<file path="src/rtl/ex_muldiv_unit.sv">
// Iterative multiply/divide unit for the execute stage: radix-2 shift-add multiply and
// restoring divide on operand magnitudes, with sign fix-up in a final cycle.
module ex_muldiv_unit #(
   parameter int unsigned WIDTH = 32
) (
   input  logic             clk,
   input  logic             rst_n,
   input  logic             start,
   input  logic [1:0]       op,
   input  logic [WIDTH-1:0] srcA,
   input  logic [WIDTH-1:0] srcB,
   input  logic             flush,
   output logic             stall,
   output logic             busy,
   output logic             done,
   output logic [WIDTH-1:0] hi,
   output logic [WIDTH-1:0] lo,
   output logic             div_by_zero
);

   localparam int unsigned CntW = (WIDTH > 1) ? $clog2(WIDTH) : 1;

   typedef enum logic [1:0] {StIdle, StCalc, StFix, StDone} state_e;

   state_e               state_q, state_d;
   logic                 is_div_q, is_div_d;
   logic                 neg_a_q, neg_a_d;
   logic                 neg_b_q, neg_b_d;
   logic                 dbz_pend_q, dbz_pend_d;
   logic                 div_by_zero_q, div_by_zero_d;
   logic [WIDTH-1:0]     opnd_q, opnd_d;
   logic [WIDTH-1:0]     raw_a_q, raw_a_d;
   logic [2*WIDTH-1:0]   acc_q, acc_d;
   logic [CntW-1:0]      count_q, count_d;
   logic [WIDTH-1:0]     hi_q, hi_d;
   logic [WIDTH-1:0]     lo_q, lo_d;

   logic                 sgn_a, sgn_b;
   logic [WIDTH-1:0]     mag_a, mag_b;
   logic [WIDTH:0]       mul_sum;
   logic [2*WIDTH-1:0]   mul_next;
   logic [WIDTH:0]       rem_sh;
   logic [WIDTH:0]       trial;
   logic                 div_ge;
   logic [2*WIDTH-1:0]   div_next;
   logic [2*WIDTH-1:0]   prod_fix;
   logic [WIDTH-1:0]     quo_fix, rem_fix;

   // Magnitudes: the most negative value maps onto its own unsigned bit pattern.
   always_comb begin
      sgn_a = op[0] & srcA[WIDTH-1];
      sgn_b = op[0] & srcB[WIDTH-1];
      mag_a = sgn_a ? (~srcA + 1'b1) : srcA;
      mag_b = sgn_b ? (~srcB + 1'b1) : srcB;
   end

   // Multiply: acc = {partial product, remaining multiplier bits}; carry re-enters at the top.
   always_comb begin
      mul_sum  = {1'b0, acc_q[2*WIDTH-1:WIDTH]} + (acc_q[0] ? {1'b0, opnd_q} : '0);
      mul_next = {mul_sum, acc_q[WIDTH-1:1]};
   end

   // Divide: acc = {remainder, dividend/quotient}; the shifted remainder needs one extra bit.
   always_comb begin
      rem_sh   = acc_q[2*WIDTH-1:WIDTH-1];
      trial    = rem_sh - {1'b0, opnd_q};
      div_ge   = (rem_sh >= {1'b0, opnd_q});
      div_next = {(div_ge ? trial[WIDTH-1:0] : rem_sh[WIDTH-1:0]), acc_q[WIDTH-2:0], div_ge};
   end

   always_comb begin
      prod_fix = (neg_a_q ^ neg_b_q) ? (~acc_q + 1'b1) : acc_q;
      quo_fix  = (neg_a_q ^ neg_b_q) ? (~acc_q[WIDTH-1:0] + 1'b1) : acc_q[WIDTH-1:0];
      rem_fix  = neg_a_q ? (~acc_q[2*WIDTH-1:WIDTH] + 1'b1) : acc_q[2*WIDTH-1:WIDTH];
   end

   always_comb begin
      state_d       = state_q;
      is_div_d      = is_div_q;
      neg_a_d       = neg_a_q;
      neg_b_d       = neg_b_q;
      dbz_pend_d    = dbz_pend_q;
      div_by_zero_d = div_by_zero_q;
      opnd_d        = opnd_q;
      raw_a_d       = raw_a_q;
      acc_d         = acc_q;
      count_d       = count_q;
      hi_d          = hi_q;
      lo_d          = lo_q;

      if (flush) begin
         state_d = StIdle;
      end else begin
         unique case (state_q)
            StIdle: begin
               if (start) begin
                  state_d       = StCalc;
                  is_div_d      = op[1];
                  neg_a_d       = sgn_a;
                  neg_b_d       = sgn_b;
                  dbz_pend_d    = op[1] && (srcB == '0);
                  div_by_zero_d = 1'b0;
                  opnd_d        = op[1] ? mag_b : mag_a;
                  raw_a_d       = srcA;
                  acc_d         = {{WIDTH{1'b0}}, (op[1] ? mag_a : mag_b)};
                  count_d       = CntW'(WIDTH - 1);
               end
            end
            StCalc: begin
               acc_d = is_div_q ? div_next : mul_next;
               if (count_q == '0) begin
                  state_d = StFix;
               end else begin
                  count_d = count_q - 1'b1;
               end
            end
            StFix: begin
               state_d = StDone;
               if (!is_div_q) begin
                  hi_d = prod_fix[2*WIDTH-1:WIDTH];
                  lo_d = prod_fix[WIDTH-1:0];
               end else if (dbz_pend_q) begin
                  hi_d          = raw_a_q;
                  lo_d          = '1;
                  div_by_zero_d = 1'b1;
               end else begin
                  hi_d = rem_fix;
                  lo_d = quo_fix;
               end
            end
            StDone: begin
               state_d = StIdle;
            end
            default: begin
               state_d = StIdle;
            end
         endcase
      end
   end

   always_ff @(posedge clk or negedge rst_n) begin
      if (!rst_n) begin
         state_q       <= StIdle;
         is_div_q      <= 1'b0;
         neg_a_q       <= 1'b0;
         neg_b_q       <= 1'b0;
         dbz_pend_q    <= 1'b0;
         div_by_zero_q <= 1'b0;
         opnd_q        <= '0;
         raw_a_q       <= '0;
         acc_q         <= '0;
         count_q       <= '0;
         hi_q          <= '0;
         lo_q          <= '0;
      end else begin
         state_q       <= state_d;
         is_div_q      <= is_div_d;
         neg_a_q       <= neg_a_d;
         neg_b_q       <= neg_b_d;
         dbz_pend_q    <= dbz_pend_d;
         div_by_zero_q <= div_by_zero_d;
         opnd_q        <= opnd_d;
         raw_a_q       <= raw_a_d;
         acc_q         <= acc_d;
         count_q       <= count_d;
         hi_q          <= hi_d;
         lo_q          <= lo_d;
      end
   end

   // Stall drops in DONE so the instruction leaves E on the DONE edge exactly once.
   always_comb begin
      stall       = ((state_q == StIdle) && start && !flush) ||
                    (state_q == StCalc) || (state_q == StFix);
      busy        = (state_q != StIdle);
      done        = (state_q == StDone);
      hi          = hi_q;
      lo          = lo_q;
      div_by_zero = div_by_zero_q;
   end

endmodule
</file>
<file path="config.mk">
export PLATFORM = sky130hd
export DESIGN_NAME = ex_muldiv_unit
export DESIGN_NICKNAME = d
export VERILOG_FILES = /design/src/rtl/ex_muldiv_unit.sv
export SDC_FILE = /design/constraint.sdc
export NUM_CORES = 1
export LEC_CHECK = 0
export BUFFER_PORTS_ARGS = -buffer_cell sky130_fd_sc_hd__buf_2
export CAP_MARGIN = 20
export CORE_ASPECT_RATIO = 0.9
export CORE_MARGIN = 2
export CORE_UTILIZATION = 53
export CTS_CLUSTER_DIAMETER = 60
export DETAILED_ROUTE_END_ITERATION = 7
export GPL_TIMING_DRIVEN = 0
export PLACE_DENSITY = 0.75
export SYNTH_ARGS = -nofsm -noshare
export SYNTH_HDL_FRONTEND = slang
export SYNTH_SLANG_ARGS = --single-unit
export TNS_END_PERCENT = 5
</file>
<file path="constraint.sdc">
create_clock -name clk -period 3.6 [get_ports clk]
set_input_delay 1.08 -clock clk [delete_from_list [all_inputs] [get_ports clk]]
set_output_delay 1.08 -clock clk [all_outputs]
set_load 0.05 [all_outputs]
</file>
==> Word level (Yosys, flattened, before mapping) <==
Cells that the tools add are included.
{ "totals": {"in_bits": 70, "elab_cells": 84, "reg_bits": 204, "out_inout_bits": 68} }
{ "op_classes": {"n_lt_le_gt_ge": 1, "addsub": 8, "n_mux": 27, "eq_ne": 9, "bitwise_logic": 9, "reduce_logical": 18} }
{ "op_table": {"columns": ["op", "n"], "rows": [
  ["2-to-1 mux 32 bit", 12],
  ["2-to-1 mux 64 bit", 3],
  ["adder 32 x 1 -> 32 bit, second input constant", 4],
  ["NOT 32 bit", 4],
  ["one-hot mux 64 bit (2 select lines)", 1],
  ["adder 64 x 1 -> 64 bit, second input constant", 1],
  ["NOT 64 bit", 1],
  ["adder 32 x 32 -> 33 bit", 1],
  ["greater-or-equal comparator 33 x 32 -> 1 bit", 1],
  ["logical NOT 32 bit", 1],
  ["subtractor 32 bit", 1],
  ["2-to-1 mux 5 bit", 2],
  ["one-hot mux 5 bit (2 select lines)", 1],
  ["!= test 2 bit, second input constant", 4],
  ["one-hot mux 2 bit (4 select lines)", 1],
  ["2-to-1 mux 2 bit", 3],
  ["!= test 3 bit, second input constant", 2],
  ["AND reduction 3 bit", 2],
  ["nonzero test 2 bit", 3],
  ["logical NOT 5 bit", 1],
  ["AND reduction 5 bit", 1],
  ["subtractor 5 x 1 -> 5 bit, second input constant", 1],
  ["equality test 2 bit, second input constant", 2],
  ["AND reduction 2 bit", 2],
  ["other kinds (11)", 17]
]} }

==> Depth between registers and ports, before layout <==
Gate-level depths: netlist of the first run.
{ "depth": {"ltp_word": 6, "depth_mapped": 14, "mapped_depth_nobuf": 13} }

==> Worst setup path before layout of the first run <==
No wires, ideal clock.
{ "synth_path": {"kind": "input -> register", "startpoint": "input port srcA[15]", "endpoint": "register acc_q[28]", "setup_time_ns": 0.149, "n_path_buf": 0, "cell_stages": 8, "path_slack_ns": 0.199, "arrival_time_ns": 3.252, "required_time_ns": 3.451, "cell_sequence": "or4_1 -> or3_1 -> or3_1 -> o41a_1 -> xnor2_1 -> nand2_1 -> o211ai_1 -> o311ai_0"} }
{ "synth_via": {"elab_chain_len": 6} }
{ "synth_lines": {"columns": ["item", "line_no", "text"], "rows": [
  ["from (decl)", "10", "input logic [WIDTH-1:0] srcA,"],
  ["NOT 32 bit", "53", "mag_a = sgn_a ? (~srcA + 1'b1) : srcA;"],
  ["adder 32 x 1 -> 32 bit", "53", null],
  ["2-to-1 mux 32 bit", "53", null],
  ["2-to-1 mux 32 bit", "105", "acc_d = {{WIDTH{1'b0}}, (op[1] ? mag_a : mag_b)};"],
  ["2-to-1 mux 64 bit", "96", "if (start) begin"],
  ["one-hot mux 64 bit (2 select lines)", "94", "unique case (state_q)"],
  ["to (signal assigned)", "151", "acc_q <= '0;"],
  ["to (signal assigned)", "164", "acc_q <= acc_d;"],
  ["to (decl)", "33", "logic [2*WIDTH-1:0] acc_q, acc_d;"]
]} }
No other way between the ends. The select of a mux whose other input is x is not followed.
A chain may end at the register's enable or synchronous reset.

==> Worst setup path in the final report of the first run <==
{ "layout_path": {"startpoint": "register acc_q[0]", "endpoint": "register acc_q[63]"} }
{ "layout_via": {"elab_chain_len": 4} }
{ "layout_lines": {"columns": ["item", "line_no", "text"], "rows": [
  ["2-to-1 mux 32 bit", "59", "mul_sum = {1'b0, acc_q[2*WIDTH-1:WIDTH]} + (acc_q[0] ? {1'b0, opnd_q} : '0);"],
  ["adder 32 x 32 -> 33 bit", "59", null],
  ["2-to-1 mux 64 bit", "110", "acc_d = is_div_q ? div_next : mul_next;"],
  ["one-hot mux 64 bit (2 select lines)", "94", null]
]} }
No other way between the ends.

==> impl_results.md, run 1 <==
- Compound-cell area share of the yosys netlist: around 24%
- Failing checks: negative setup slack
- Area of the multi-input gates: approximately 0.011 mm2
- Placed wire-length estimate: roughly 55000 um
- Total power: between 20 and 25 mW
- Synthesized net count: roughly 2300
- Final design area excluding fillers: between 0.015 and 0.02 mm2
- Crit path DAT: 4.05 ns
- Largest family of logic cells by synthesized area: compound AO/OA/AOI/OAI gates
- Slew HR: around a quarter
- CTS sink count: 204
- Setup crit end kind: flip-flop
- Post-synthesis sequential area ratio: 30.28%
- Post-DP Area: 0.01810 mm2
- # port buffers: roughly 140
- Post-detailed-route via-to-cell ratio: 6.569
- CTS Buf Count: 27
- Routability congestion estimate: roughly 1.0
- Status: finished, violations left
- Multiplexer share of the synthesized area: under 10%
- Final Hold Viols: 0
- Htree depth: 1
- Final setup vio count: 1
- Area growth syn-to-layout: 14.86%
- Routed wire per std cell: roughly 26 um
- Gr ovfl total: 0
- Worst-path clk slew: about 0.060 ns
- Fillcell total: 2820
- Post-CTS Hold Buffers: 0
- Remaining DRCs: 0
- Maximum clock insertion buffer count: 3
- Rows: between 60 and 70
- Layout cell share with drive strength beyond 1: 12.36%
- Pins over their slew limit: 0
- Tcrit/Tclk final: 101.4%
- Mapped Area: between 0.015 and 0.02 mm2
- EDFF count, synth: 0
- Asr flop ratio synth: 100.0%
- Skew-Pair Late Insertion Delay: approximately 0.56 ns
- Worst hold path type: flip-flop to flip-flop
- Hold WS: ~0.47 ns
- Worst-path fanout max: 10
- Simple-gate portion of the synthesized area: roughly a fifth
- F_max: around 0.27 GHz
- Die Wd: a little under 200 um
- Number of synthesized register bits: 204
- Starting Density: roughly 54%
- Max VDD drop: 0.6905 mV
- Initial DRC Count: ~2200
- First-pass GRT wire length: 105700 um
- IO Pins: around 140
- Cell variety after synth: 83
- Final #Nets: ~2500
- WL final: 71680 um
- Worst Tran Pin Value: around 1.1 ns
- Static Leak: 8.413 nW
- Worst setup SP type: flip-flop
- Average cell area after synthesis: between 7 and 8 um2
- Setup_tns: -0.05199 ns
- Critical path class: flip-flop to flip-flop
- Minimum clock period: roughly 3.7 ns
- All-Layer GR Usage: between 40% and 50%
- Max-cap violations: 0
- Final setup margin: -0.05199 ns
- Synth Area in Adders: between 5 and 6%
- Core box area: 0.03114 mm2
- Post-route ant nets: 0
- Clock skew: approximately 0.024 ns
- Xor-xnor portion of the synthesized cell area: about a tenth
- CTS tree: built
- Top FF cell, synth: dfrtp_1
- Syn Inst Count: approximately 2200
- Vias in the first global route: 17230
- CP required: ~4.0 ns
- Power per cell area: 1184 mW/mm2
- FF/Latch Area: slightly above 0.005 mm2
- Diodes inserted: 0
- Die Area: about 0.033 mm2
- Vias: around 18000
- Place WS: -0.9054 ns
- Clock Tree Root: clkbuf_16
- DRT Pass-1 Iters: 6
- RSZ-0062 raised after global routing: yes
- Chip height: approximately 170 um
- Synth Warn #: 0
- Pin count of the biggest net entering global routing: ~110
- Initial antenna violation count: 2
[logic make-up after synthesis]
group,Yosys count
DFF,204
xor gates and xnor gates,188
and+or+nand+nor,792
AOI/OAI and AO/OA,661
muxes,57
adders and majority gates,76
buffers and inverters,219
[worst paths after layout]
| check | from | cells after the start | slack [ns] | end |
|---|---|---|---|---|
| max | acc_q[0] | 13 | -0.05 | acc_q[63] |
| min | hi[8] | 2 | 0.47 | hi[8] |
| max reg2reg | acc_q[0] | 13 | -0.05 | acc_q[63] |
| min reg2reg | hi[8] | 2 | 0.47 | hi[8] |
| max in group asynchronous | rst_n | 2 | 1.95 | acc_q[0] |
| min in group asynchronous | rst_n | 1 | 0.60 | hi[16] |
[metrics by stage]
stage	utilization, %	std cells
2_1_floorplan	-	2197
3_3_place_gp	57.98	2742
3_5_place_dp	58.13	2744
4_1_cts	61.35	2795
5_1_grt	62.19	2803
6_report	62.19	2803
[Yosys cell counts, drive strengths merged, types with 11 or more instances]
| master | count | area [um2] |
|---|---|---|
| o311ai | 11 | 96.34 |
| nand4 | 16 | 100.1 |
| nand2 | 317 | 1192 |
| buf | 19 | 126.4 |
| a211oi | 28 | 210.2 |
| or4 | 14 | 112.6 |
| o21ai | 191 | 955.9 |
| mux2 | 21 | 236.5 |
| inv | 71 | 266.5 |
| xnor2 | 109 | 954.7 |
| nor3 | 39 | 205.2 |
| dfrtp | 204 | 5105 |
| xor2 | 79 | 691.9 |
| o31ai | 32 | 267.8 |
| or3 | 20 | 130.1 |
| a21oi | 220 | 1101 |
| a22oi | 12 | 90.09 |
| o41ai | 12 | 112.6 |
| a31oi | 22 | 137.6 |
| o211ai | 24 | 180.2 |
| mux2i | 36 | 360.4 |
| and2 | 14 | 87.59 |
| ha | 74 | 925.9 |
| nand3 | 30 | 150.1 |
| nand2b | 21 | 131.4 |
| nor2b | 18 | 112.6 |
| a21o | 24 | 180.2 |
| nor2 | 253 | 949.7 |
| nor4 | 15 | 108.9 |
| clkbuf | 127 | 476.7 |
| a221o | 13 | 131.4 |
| o21a | 15 | 112.6 |
[area by class of cell]
cell class	instances	share of cell area (%)
repair buffers	151	4.271
clock inverters	10	0.6655
inverters	71	1.396
well taps	409	2.642
multi-input cells	1774	57.43
flip-flops and latches	204	26.40
clock buffers	36	3.870
plain buffers	148	3.327
[flip-flops by register name (all words and copies together), names as in the netlist, 2 cells and up]
register / cells
count_q: 5
hi: 32
raw_a_q: 32
state_q: 2
opnd_q: 32
lo: 32
acc_q: 64
[power by group]
| group | switching [mW] | internal [mW] | leakage [nW] |
|---|---|---|---|
| logic | 10.5 | 5.26 | 5.48 |
| registers | 1.14 | 3.33 | 2.51 |
| clock network | 1.12 | 1.61 | 0.419 |
[routing by layer]
metal,wire length (um),vias to the layer above,GRT usage (%)
met4,3811,6,17.91
met3,8699,241,10.67
met5,48,-,0
met2,29510,1216,61.00
met1,29610,8817,59.71
li1,-,8133,-
[critical path, stage by stage (launching register included)]
cell and delay [ns]:
dfrtp_2 0.42, clkinvlp_4 0.18, buf_4 0.22, nor2_1 0.11, ha_1 0.29, o21a_1 0.22
o31ai_4 0.09, a22oi_2 0.17, a31o_4 0.30, a2111o_1 0.52, a221oi_4 0.38, o221ai_2 0.21
a211oi_2 0.27, o41ai_1 0.10
[what timing repair did]
action | in CTS | in global routing
setup buffers | 5 | 8
gates resized for setup | 28 | 43
pin swaps | 5 | 10
setup endpoints to repair | 61 | 57
[cell usage in the layout (no fill, tap or decap), types with 12 or more instances in the layout]
cell type  Yosys  layout
nand3_1       30      30
mux2i_1       36      36
nor2_1       253     251
buf_4          1      16
a31oi_1       22      22
inv_1         71      70
xor2_1        79      79
a21oi_1      220     215
dfrtp_1      204     198
nor3_1        37      34
nand4_1       16      16
a221o_1       12      12
xnor2_1      109     109
nor2b_1       18      17
nand2_1      316     316
a211oi_1      28      25
mux2_2        21      21
o31ai_1       30      28
ha_1          74      68
or3_1         19      19
or4_1         12      12
buf_2          5     144
o21a_1        15      15
a21o_1        24      24
nand2b_1      21      21
and2_1        13      13
o211ai_1      24      24
clkbuf_1     127     123
clkbuf_16      0      27
o21ai_0      186     184
(Power assumes the default switching activity.)
==> run 2, diff against run 1 <==
- RECOVER_POWER: unset -> 50
==> run 2 against run 1 <==
Compared with the run above:
- the run ends with max-capacitance violations, max-slew violations, negative setup slack left
- hold slack better by 0.0052 ns
- total power is 0.17% lower
- critical endpoint unchanged
- sequential power hardly changed
- count of clock-buffer cells in the layout stayed put
- sequential share of layout area is 0.065 points higher
- die area stayed put
- sequential cell count stayed put
==> impl_results.md, run 2 (synthesis results as in run 1) <==
- WHS Path Cells: 2
- Post-detailed-route via-to-cell ratio: between 6 and 7
- Initial DRC Count: ~2400
- Final Hold Viols: 0
- CP required: around 4.0 ns
- Area of the multi-input gates: around 0.011 mm2
- CTS tree: built
- Vias in the first global route: about 17000
- Total power: roughly 23 mW
- Pin count of the biggest net entering global routing: roughly 110
- Worst Tran Pin Value: 2.834 ns
- Setup crit end kind: flip-flop
- Remaining DRCs: 0
- FF/Latch Area: between 0.005 and 0.006 mm2
- Die Area: around 0.033 mm2
- Gr ovfl total: 0
- Hold WS: ~0.48 ns
- Worst hold path type: flip-flop to flip-flop
- Placed wire-length estimate: ~55000 um
- Final #Nets: roughly 2500
- Maximum clock insertion buffer count: 3
- Pins over their slew limit: 110
- Starting Density: a little over half
- Core box area: 0.03114 mm2
- Post-route ant nets: 0
- CTS sink count: just over 200
- Crit-path cells: clkinvlp_4, buf_4, nor2_1, ha_1, o21a_1, o31ai_4, a22oi_2, a31o_4, a2111o_1, a221oi_4, o221ai_2, a211oi_2, o41ai_1
- Clock skew: around 0.021 ns
- # port buffers: 136
- All-Layer GR Usage: a little over two fifths
- Critical path class: flip-flop to flip-flop
- Chip height: 173.2 um
- Max VDD drop: approximately 0.69 mV
- Final design area excluding fillers: slightly below 0.02 mm2
- Skew-Pair Late Insertion Delay: 0.56 ns
- IO Pins: 138
- Initial antenna violation count: 2
- Hold path endpoint: hi[8]
- R2R Setup Slk: -0.02 ns
- Final setup margin: -0.02045 ns
- First-pass GRT wire length: around 110000 um
- Reg2reg end: acc_q[63]
- Clock Tree Root: clkbuf_16
- Final setup vio count: 1
- Placed insts: between 2000 and 3000
- Commonest non-fill, non-tap cells in the layout: 316 x nand2_1, 251 x nor2_1, 215 x a21oi_1
- Slowest stage delay, CP: between 0.5 and 0.6 ns
- Worst reg2reg path startpoint: acc_q[0]
- Worst-path clk slew: around 0.060 ns
- Minimum clock period: about 3.6 ns
- Crit path DAT: around 4 ns
- DRT Pass-1 Iters: 6
- Min-delay src: hi[8]
- Slew HR: -88.91%
- Max reg flops: 64
- Post-DP Area: 0.01810 mm2
- RSZ-0062 raised after global routing: yes
- Static Leak: around 8.3 nW
- Commonest non-fill, non-tap cell in the layout: nand2_1
- Failing checks: max-capacitance violations, max-slew violations, negative setup slack
- Finished Layout Cells: roughly 2800
- Area growth syn-to-layout: 14.57%
- Fillcell total: between 2000 and 3000
- Worst path slowest cell: a2111o_1
- Die Wd: ~190 um
- Vias: ~18000
- Worst-path fanout max: 10
- Reg2reg path depth: 13
- Max-cap violations: 1
- F_max: 0.2762 GHz
- Htree depth: 1
- Status: finished, violations left
- CTS Buf Count: 27
- Largest register by flop count: acc_q
- Routability congestion estimate: roughly 1.0
- Power per cell area: ~1200 mW/mm2
- Rows: 61
- Worst setup SP type: flip-flop
- WL final: slightly above 70000 um
- Layout cell share with drive strength beyond 1: about 11%
- Routed wire per std cell: about 26 um
- Tcrit/Tclk final: 100.6%
run 2: cell count changes in the layout (fill, tap and decap cells not counted):
cell	change
buf_2	-32
buf_8	-1
clkbuf_2	+1
clkbuf_1	+32
diode_2	+1
run 2: worst max-delay path by stage:
stage	depth (start not counted)	slack, ns	end	from
after CTS	6	0.0005	stall	state_q[1]
after detailed placement	12	-0.91	acc_q[63]	acc_q[0]
after global routing	13	-0.15	acc_q[63]	acc_q[0]
final	13	-0.02	acc_q[63]	acc_q[0]
after global placement	1	-2.04	acc_q[11]	rst_n
after floorplan	8	0.20	acc_q[28]	srcA[15]
run 2: what timing repair did:
item | 4_1_cts | 5_1_grt
setup buffers | 5 | 8
gates resized for setup | 28 | 43
endpoints found under the setup margin | 61 | 57
hold buffers | 0 | 0
pin swaps | 5 | 10
run 2: layer usage:
metal | track usage (%) | up-vias | share of wire, %
li1 | - | 8123 | -
met2 | 61.00 | 1202 | 41
met5 | 0 | - | 0.048
met1 | 59.71 | 8864 | 41
met4 | 17.91 | 6 | 5.3
met3 | 10.67 | 231 | 12
run 2: power breakdown:
group / total (mW) / switching [mW] / internal (mW)
Clock: 2.73 / 1.13 / 1.61
Sequential: 4.49 / 1.15 / 3.33
Combinational: 15.7 / 10.4 / 5.21
Total: 22.9 / 12.7 / 10.2
run 2: worst max-delay path: cells and delay by family (launching register included):
kind / cells / cell delay (ns)
AOI/OAI and AO/OA: 9 / 2.26
adders and majority gates: 1 / 0.29
buffers and inverters: 2 / 0.39
DFF: 1 / 0.42
and+or+nand+nor: 1 / 0.11
run 2: cell type report:
cell class,instances,area share [%]
antenna,1,0.01295
clock inverter,10,0.6671
clock buffer,36,3.880
sequential,204,26.46
buffer,148,3.335
timing repair buffer,151,4.022
multi-input combinational,1774,57.57
tap,409,2.649
inverter,71,1.399
run 2: stage by stage:
stage / worst slack [ns] / TNS [ns] / utilization (%)
5_1_grt: -0.1540 / -1.869 / 62.03
2_1_floorplan: 0.1991 / 0 / -
3_3_place_gp: -2.036 / -432.81 / 57.98
4_1_cts: 0.0005400 / 0 / 61.35
6_report: -0.02045 / -0.02045 / 62.04
3_5_place_dp: -0.9054 / -24.60 / 58.13
